===== src/rtl/mul_job_if.sv =====
// mul_job_if: operand, product and core handshake bundle for mul_job_sequencer
interface mul_job_if #(parameter int W = 8, parameter int DEPTH = 4);
  logic                     in_valid, in_ready;
  logic [W-1:0]             in_x, in_y;
  logic                     out_valid, out_ready;
  logic [2*W-1:0]           out_p;
  logic                     core_start, core_done;
  logic [W-1:0]             core_x, core_y;
  logic [2*W-1:0]           core_p;
  logic                     busy;
  logic [$clog2(DEPTH):0]   jobs_pending;
  modport slave (
    input  in_valid, in_x, in_y, out_ready, core_done, core_p,
    output in_ready, out_valid, out_p, core_start, core_x, core_y, busy, jobs_pending
  );
  modport master (
    output in_valid, in_x, in_y, out_ready, core_done, core_p,
    input  in_ready, out_valid, out_p, core_start, core_x, core_y, busy, jobs_pending
  );
endinterface


===== src/rtl/mul_job_sequencer.sv =====
// mul_job_sequencer: FIFO-buffered job issue to a serial multiplier core with held product output.
// Optional ZERO_BYPASS_EN: jobs with a zero operand skip the core and produce 0 directly.
module mul_job_sequencer #(
  parameter int W     = 8,
  parameter int DEPTH = 4
) (
  input logic       clk,
  input logic       rst,
  mul_job_if.slave  bus
);
  localparam int AW = $clog2(DEPTH);
  localparam int CW = AW + 1;
  localparam logic [1:0] IDLE  = 2'd0;
  localparam logic [1:0] ISSUE = 2'd1;
  localparam logic [1:0] WAIT  = 2'd2;
  localparam logic [1:0] HOLD  = 2'd3;

  logic [1:0]     state_q, state_d;
  logic [2*W-1:0] mem_q [DEPTH];
  logic [AW-1:0]  wr_q, rd_q;
  logic [CW-1:0]  cnt_q;
  logic [W-1:0]   x_q, y_q, hx, hy;
  logic [2*W-1:0] p_q, p_d;
  logic           ov_q, ov_d;
  logic           push, pop, zb;

  assign {hx, hy}  = mem_q[rd_q];
  // Full is judged on the registered count so a same-cycle pop never frees a push slot.
  assign bus.in_ready     = cnt_q != CW'(DEPTH);
  assign push             = bus.in_valid && bus.in_ready;
  assign pop              = cnt_q != '0 && (state_q == IDLE || (state_q == HOLD && bus.out_ready));
`ifdef ZERO_BYPASS_EN
  assign zb = pop && (hx == '0 || hy == '0);
`else
  assign zb = 1'b0;
`endif
  assign bus.core_start   = state_q == ISSUE;
  assign bus.busy         = state_q != IDLE;
  assign bus.jobs_pending = cnt_q;
  assign bus.out_valid    = ov_q;
  assign bus.out_p        = p_q;
  assign bus.core_x       = x_q;
  assign bus.core_y       = y_q;

  always_comb begin
    state_d = pop ? (zb ? HOLD : ISSUE)
            : state_q == ISSUE ? WAIT
            : state_q == WAIT && bus.core_done ? HOLD
            : state_q == HOLD && bus.out_ready ? IDLE
            : state_q;
    ov_d = (state_q == WAIT && bus.core_done) || zb ? 1'b1
         : state_q == HOLD && bus.out_ready ? 1'b0
         : ov_q;
    p_d  = state_q == WAIT && bus.core_done ? bus.core_p
         : zb ? '0
         : p_q;
  end

  always_ff @(posedge clk)
    if (push) mem_q[wr_q] <= {bus.in_x, bus.in_y};

  always_ff @(posedge clk or posedge rst) begin
    if (rst) begin
      state_q <= IDLE;
      wr_q    <= '0;
      rd_q    <= '0;
      cnt_q   <= '0;
      x_q     <= '0;
      y_q     <= '0;
      p_q     <= '0;
      ov_q    <= 1'b0;
    end else begin
      state_q <= state_d;
      p_q     <= p_d;
      ov_q    <= ov_d;
      cnt_q   <= cnt_q + CW'(push) - CW'(pop);
      if (push) wr_q <= wr_q + AW'(1);
      if (pop) begin
        rd_q <= rd_q + AW'(1);
        x_q  <= hx;
        y_q  <= hy;
      end
    end
  end
endmodule


===== src/flat_wrapper.sv =====
// flat-port wrapper written by rule: the top's interface ports become plain ports
module mul_job_sequencer_flat 
#(
  parameter int W     = 8,
  parameter int DEPTH = 4
)
  (clk, rst, bus_in_valid, bus_in_x, bus_in_y, bus_out_ready, bus_core_done, bus_core_p, bus_in_ready, bus_out_valid, bus_out_p, bus_core_start, bus_core_x, bus_core_y, bus_busy, bus_jobs_pending);
  mul_job_if #(.W(W), .DEPTH(DEPTH)) bus_i ();
  input logic clk;
  input logic rst;
  input wire logic [$bits(bus_i.in_valid)-1:0] bus_in_valid;
  input wire logic [$bits(bus_i.in_x)-1:0] bus_in_x;
  input wire logic [$bits(bus_i.in_y)-1:0] bus_in_y;
  input wire logic [$bits(bus_i.out_ready)-1:0] bus_out_ready;
  input wire logic [$bits(bus_i.core_done)-1:0] bus_core_done;
  input wire logic [$bits(bus_i.core_p)-1:0] bus_core_p;
  output wire logic [$bits(bus_i.in_ready)-1:0] bus_in_ready;
  output wire logic [$bits(bus_i.out_valid)-1:0] bus_out_valid;
  output wire logic [$bits(bus_i.out_p)-1:0] bus_out_p;
  output wire logic [$bits(bus_i.core_start)-1:0] bus_core_start;
  output wire logic [$bits(bus_i.core_x)-1:0] bus_core_x;
  output wire logic [$bits(bus_i.core_y)-1:0] bus_core_y;
  output wire logic [$bits(bus_i.busy)-1:0] bus_busy;
  output wire logic [$bits(bus_i.jobs_pending)-1:0] bus_jobs_pending;
  assign bus_i.in_valid = bus_in_valid;
  assign bus_i.in_x = bus_in_x;
  assign bus_i.in_y = bus_in_y;
  assign bus_i.out_ready = bus_out_ready;
  assign bus_i.core_done = bus_core_done;
  assign bus_i.core_p = bus_core_p;
  assign bus_in_ready = bus_i.in_ready;
  assign bus_out_valid = bus_i.out_valid;
  assign bus_out_p = bus_i.out_p;
  assign bus_core_start = bus_i.core_start;
  assign bus_core_x = bus_i.core_x;
  assign bus_core_y = bus_i.core_y;
  assign bus_busy = bus_i.busy;
  assign bus_jobs_pending = bus_i.jobs_pending;
  mul_job_sequencer #(.W(W), .DEPTH(DEPTH)) u_core (.clk(clk), .rst(rst), .bus(bus_i));
endmodule

===== config.mk =====
export PLATFORM = sky130hd
export DESIGN_NAME = mul_job_sequencer_flat
export DESIGN_NICKNAME = d
export VERILOG_FILES = /design/src/rtl/mul_job_if.sv /design/src/rtl/mul_job_sequencer.sv /design/src/flat_wrapper.sv
export SDC_FILE = /design/constraint.sdc
export NUM_CORES = 1
export LEC_CHECK = 0
export ABC_AREA = 1
export BUFFER_PORTS_ARGS = -buffer_cell sky130_fd_sc_hd__buf_2
export CAP_MARGIN = 15
export CORE_ASPECT_RATIO = 1.75
export CORE_MARGIN = 2
export CORE_UTILIZATION = 35
export CTS_CLUSTER_SIZE = 40
export DETAILED_ROUTE_END_ITERATION = 7
export PLACE_DENSITY_LB_ADDON = 0.15
export SYNTH_ARGS = -nofsm -noshare
export SYNTH_HDL_FRONTEND = slang
export SYNTH_SLANG_ARGS = --single-unit
export TNS_END_PERCENT = 1

===== constraint.sdc =====
create_clock -name clk -period 2 [get_ports clk]
set_input_delay 0 -clock clk [delete_from_list [all_inputs] [get_ports clk]]
set_output_delay 0 -clock clk [all_outputs]
set_load 0.005 [all_outputs]

==> run summary <==
==================================================================================================
Depth of the worst hold-timing path .................................................            4
Nets in the synthesized netlist .....................................................          494
Number of warnings reported in the yosys synthesis log ..............................            0
Part of the power in registers ......................................................        42.9%
Data arrival time at the worst-slack endpoint .......................................      2060 ps
Worst clock skew ....................................................................      12.6 ps
Worst slew slack as a fraction of its limit .........................................        47.2%
Number of iterations in the first detailed-routing pass .............................            4
Critical path's largest stage delay .................................................       390 ps
Class of the most critical hold timing path .........................................       in2reg
Die X-Extent ........................................................................      89.4 um
Half-perimeter wire length after detailed placement .................................      6050 um
Power density over cell area ........................................................ 1360 mW/mm^2
Clock net sink count ................................................................          106
Max-slew violations .................................................................            0
Die area ............................................................................  0.0137 mm^2
Number of gates resized after cts ...................................................            0
Grt ovf .............................................................................            0
Total design power ..................................................................      7.73 mW
Fraction of registers with async set/reset ..........................................        39.6%
VDD IR-drop max .....................................................................     0.395 mV
Fill cell count .....................................................................         1224
Post-synth EDFFs ....................................................................           64
Worst R2R Start ..................................................................... u_core.state_q[0]
Core ar. ............................................................................  0.0124 mm^2
Insertion delay to the later sink of the worst-skew pair ............................       340 ps
Kind of capture point of the worst setup path .......................................     register
# diodes ............................................................................            0
Run status .......................................................................... complete, no violations
Number of global-route vias before repair ...........................................         2927
Setup Viol. Count Final .............................................................            0
First-pass GRT wire length ..........................................................     14600 um
Maximum number of pins on one net before global-route repair ........................           35
FP Rows .............................................................................           54
Port Buffer Count ...................................................................           75
Number of antenna violations at the first check in global routing ...................            0
Worst hold path startpoint .......................................................... bus_in_valid
Total via count after detailed routing ..............................................         3107
Number of standard cells after synthesis ............................................          450
Placer Congestion ...................................................................        0.735
TritonCTS clock tree ................................................................         done
Worst-case setup margin in the final layout .........................................       168 ps
Initial detailed-routing violation count ............................................           96
Worst Path Required .................................................................      2230 ps
Buffers from clock root to sink, at most ............................................            2
Setup slack after placement .........................................................       156 ps
Post-detailed-routing wire length ...................................................      9290 um
Actual transition at the worst max-transition pin ...................................       788 ps
Worst reg2reg setup slack ...........................................................       170 ps
Residual DRC count ..................................................................            0
Worst hold slack after final layout .................................................       102 ps
Post-synthesis instance area ........................................................ 0.00446 mm^2
Net count of the finished layout ....................................................          609
Fraction of final layout cells sized beyond drive strength 1 ........................        18.4%
Crit Path Max Fanout ................................................................            3
Fmax achieved .......................................................................    0.546 GHz
Per-cell routed wire length .........................................................      12.6 um
Primary flip-flop cell chosen by synthesis mapping .................................. sky130_fd_sc_hd__edfxtp_1
Die extent in y .....................................................................       153 um
Summed negative setup slack over all endpoints ......................................         0 ps
Count of pins on the block boundary .................................................           76
Net switching power .................................................................      2.78 mW
Combinational power share ...........................................................        36.0%
Synth-to-layout area growth .........................................................        26.9%
CTS H-tree lvls .....................................................................            3
Initial core utilization ............................................................        35.9%
Clock transition time at the flip-flop clock pins of the worst setup and hold paths .        70 ps
Vias per inst .......................................................................         4.21
TritonCTS buffer count ..............................................................            9
Crit path time final ................................................................      1830 ps
Fin crit share ......................................................................        91.6%
Part of the Yosys area used for sequential elements .................................        66.6%
Final number of hold-violating endpoints ............................................            0
Reported leakage power ..............................................................      2.85 nW
Critical R2R Capture ................................................................ u_core.bus.jobs_pending[2]
Total of flip-flops plus latches after synthesis ....................................          106
Worst path cell trace ............................................................... inv_1 > nand2_1 > nand2_1 > nand2_2 > inv_2 > ha_1 > inv_1 > ha_1 > inv_1 > fa_1 > xnor2_1
Average footprint of a synthesized cell .............................................    9.92 um^2
Worst hold endpoint ................................................................. u_core.wr_q[1]
Unrepaired setup endpoints after global routing .....................................           no
Most common cell on crit path ....................................................... sky130_fd_sc_hd__inv_1
Antenna Violating Nets Remaining ....................................................            0
Cell chosen for the clock root ...................................................... sky130_fd_sc_hd__clkbuf_16
Util after Layout ...................................................................        45.6%
Cell internal pwr ...................................................................      4.95 mW
Worst setup path category ...........................................................      reg2reg
Library cell contributing the largest single delay on the critical path ............. sky130_fd_sc_hd__dfrtp_1
Clock power share ...................................................................        21.1%
Combined global-route utilization of all metal layers ...............................        14.2%
Max-capacitance violation count .....................................................            0
Netlist cell types ..................................................................           17
Share of total power consumed by net switching ......................................        36.0%
Worst reg2reg path depth ............................................................           11
Startpoint kind of the worst setup timing path ......................................     register
==================================================================================================
==> cells by family (layout without fill, tap and decap cells) <==
kind of cell / Yosys count / after routing / synth area share [%]
AOI/OAI and AO/OA: 17 / 17 / 1.91
xor gates and xnor gates: 4 / 4 / 0.785
adders and majority gates: 7 / 7 / 2.13
buffers and inverters: 115 / 235 / 10.5
DFF: 106 / 106 / 66.6
and+or+nand+nor: 201 / 201 / 18.1
==> registers in the layout, indices dropped and copies added, names as in the netlist <==
name	cells
u_core.mem_q	64
u_core.bus.out_p	16
u_core.bus.core_x	8
u_core.bus.core_y	8
u_core.bus.jobs_pending	3
u_core.rd_q	2
u_core.state_q	2
u_core.wr_q	2
u_core.bus.out_valid	1
==> critical path: cells and delay by family (launching register included) <==
kind | cells | cell delay (ps)
simple gates | 3 | 240
xor+xnor | 1 | 140
fa+ha+maj | 3 | 710
flops | 1 | 390
buf+inv | 4 | 250
==> power groups by stage <==
stage          Sequential, mW  Clock (mW)  Combinational [mW]
2_1_floorplan            3.38           0                1.79
3_3_place_gp             3.33           0                2.78
3_5_place_dp             3.36           0                2.82
4_1_cts                  3.31        1.71                2.88
5_1_grt                  3.39        1.80                3.26
6_report                 3.31        1.63                2.78
==> cell usage after synthesis, types with 2 or more instances <==
master,count,area (um^2)
sky130_fd_sc_hd__buf_2,12,60.1
sky130_fd_sc_hd__buf_4,2,15.0
sky130_fd_sc_hd__buf_6,2,22.5
sky130_fd_sc_hd__dfrtp_1,42,1050
sky130_fd_sc_hd__edfxtp_1,64,1920
sky130_fd_sc_hd__ha_1,6,75.1
sky130_fd_sc_hd__inv_1,97,364
sky130_fd_sc_hd__inv_2,2,7.51
sky130_fd_sc_hd__nand2_1,157,589
sky130_fd_sc_hd__nand3_1,36,180
sky130_fd_sc_hd__nor2_1,6,22.5
sky130_fd_sc_hd__o21ai_0,17,85.1
sky130_fd_sc_hd__xnor2_1,3,26.3
==> per-layer routing <==
metal	track usage, %	up-vias	wire length (um)
li1	-	1594	-
met4	4.69	0	65
met3	3.89	4	374
met2	24.9	75	4930
met5	0	-	0
met1	16.1	1434	3920
==> worst max-delay path by stage <==
stage / to / cells past startpoint / from
finish: u_core.bus.jobs_pending[2] / 11 / u_core.state_q[0]
global route: u_core.bus.jobs_pending[2] / 11 / u_core.state_q[0]
CTS: u_core.bus.jobs_pending[2] / 11 / u_core.state_q[0]
detailed placement: u_core.bus.jobs_pending[2] / 11 / u_core.state_q[0]
global placement: u_core.bus.jobs_pending[1] / 11 / u_core.state_q[0]
floorplan: u_core.bus.jobs_pending[2] / 12 / u_core.state_q[0]
==> layout by cell type, fill, tap and decap left out <==
cell type,n
sky130_fd_sc_hd__edfxtp_1,64
sky130_fd_sc_hd__nor2_1,6
sky130_fd_sc_hd__clkinv_4,2
sky130_fd_sc_hd__ha_1,6
sky130_fd_sc_hd__nand3_1,36
sky130_fd_sc_hd__nand3b_1,1
sky130_fd_sc_hd__clkbuf_16,9
sky130_fd_sc_hd__buf_2,75
sky130_fd_sc_hd__dlygate4sd3_1,34
sky130_fd_sc_hd__fa_1,1
sky130_fd_sc_hd__nand2_1,157
sky130_fd_sc_hd__clkinvlp_4,1
sky130_fd_sc_hd__clkinv_2,2
sky130_fd_sc_hd__nand2_2,1
sky130_fd_sc_hd__inv_2,2
sky130_fd_sc_hd__inv_6,2
sky130_fd_sc_hd__o21ai_0,17
sky130_fd_sc_hd__dfrtp_1,42
sky130_fd_sc_hd__buf_12,1
sky130_fd_sc_hd__xor2_1,1
sky130_fd_sc_hd__clkinv_1,1
sky130_fd_sc_hd__xnor2_1,3
sky130_fd_sc_hd__inv_1,96
sky130_fd_sc_hd__buf_4,10
==> cell type report <==
| type | count | area (um^2) | area share, % |
|---|---|---|---|
| Multi-Input combinational cell | 229 | 1020 | 18.0 |
| Clock inverter | 7 | 52.6 | 0.928 |
| Timing Repair Buffer | 120 | 811 | 14.3 |
| Tap cell | 168 | 210 | 3.71 |
| Sequential cell | 106 | 2970 | 52.5 |
| Clock buffer | 9 | 225 | 3.98 |
| Inverter | 99 | 372 | 6.56 |
==> through the flow <==
stage          instances  instance area (um^2)
2_1_floorplan        450                  4460
3_3_place_gp         688                  5050
3_5_place_dp         688                  5050
4_1_cts              738                  5660
5_1_grt              738                  5660
6_report             738                  5660
==> timing repair <==
action,in CTS,in global routing
setup buffers,0,0
endpoints found under the hold margin,101,0
hold buffers,34,0
Power figures use the tool's default switching activity.
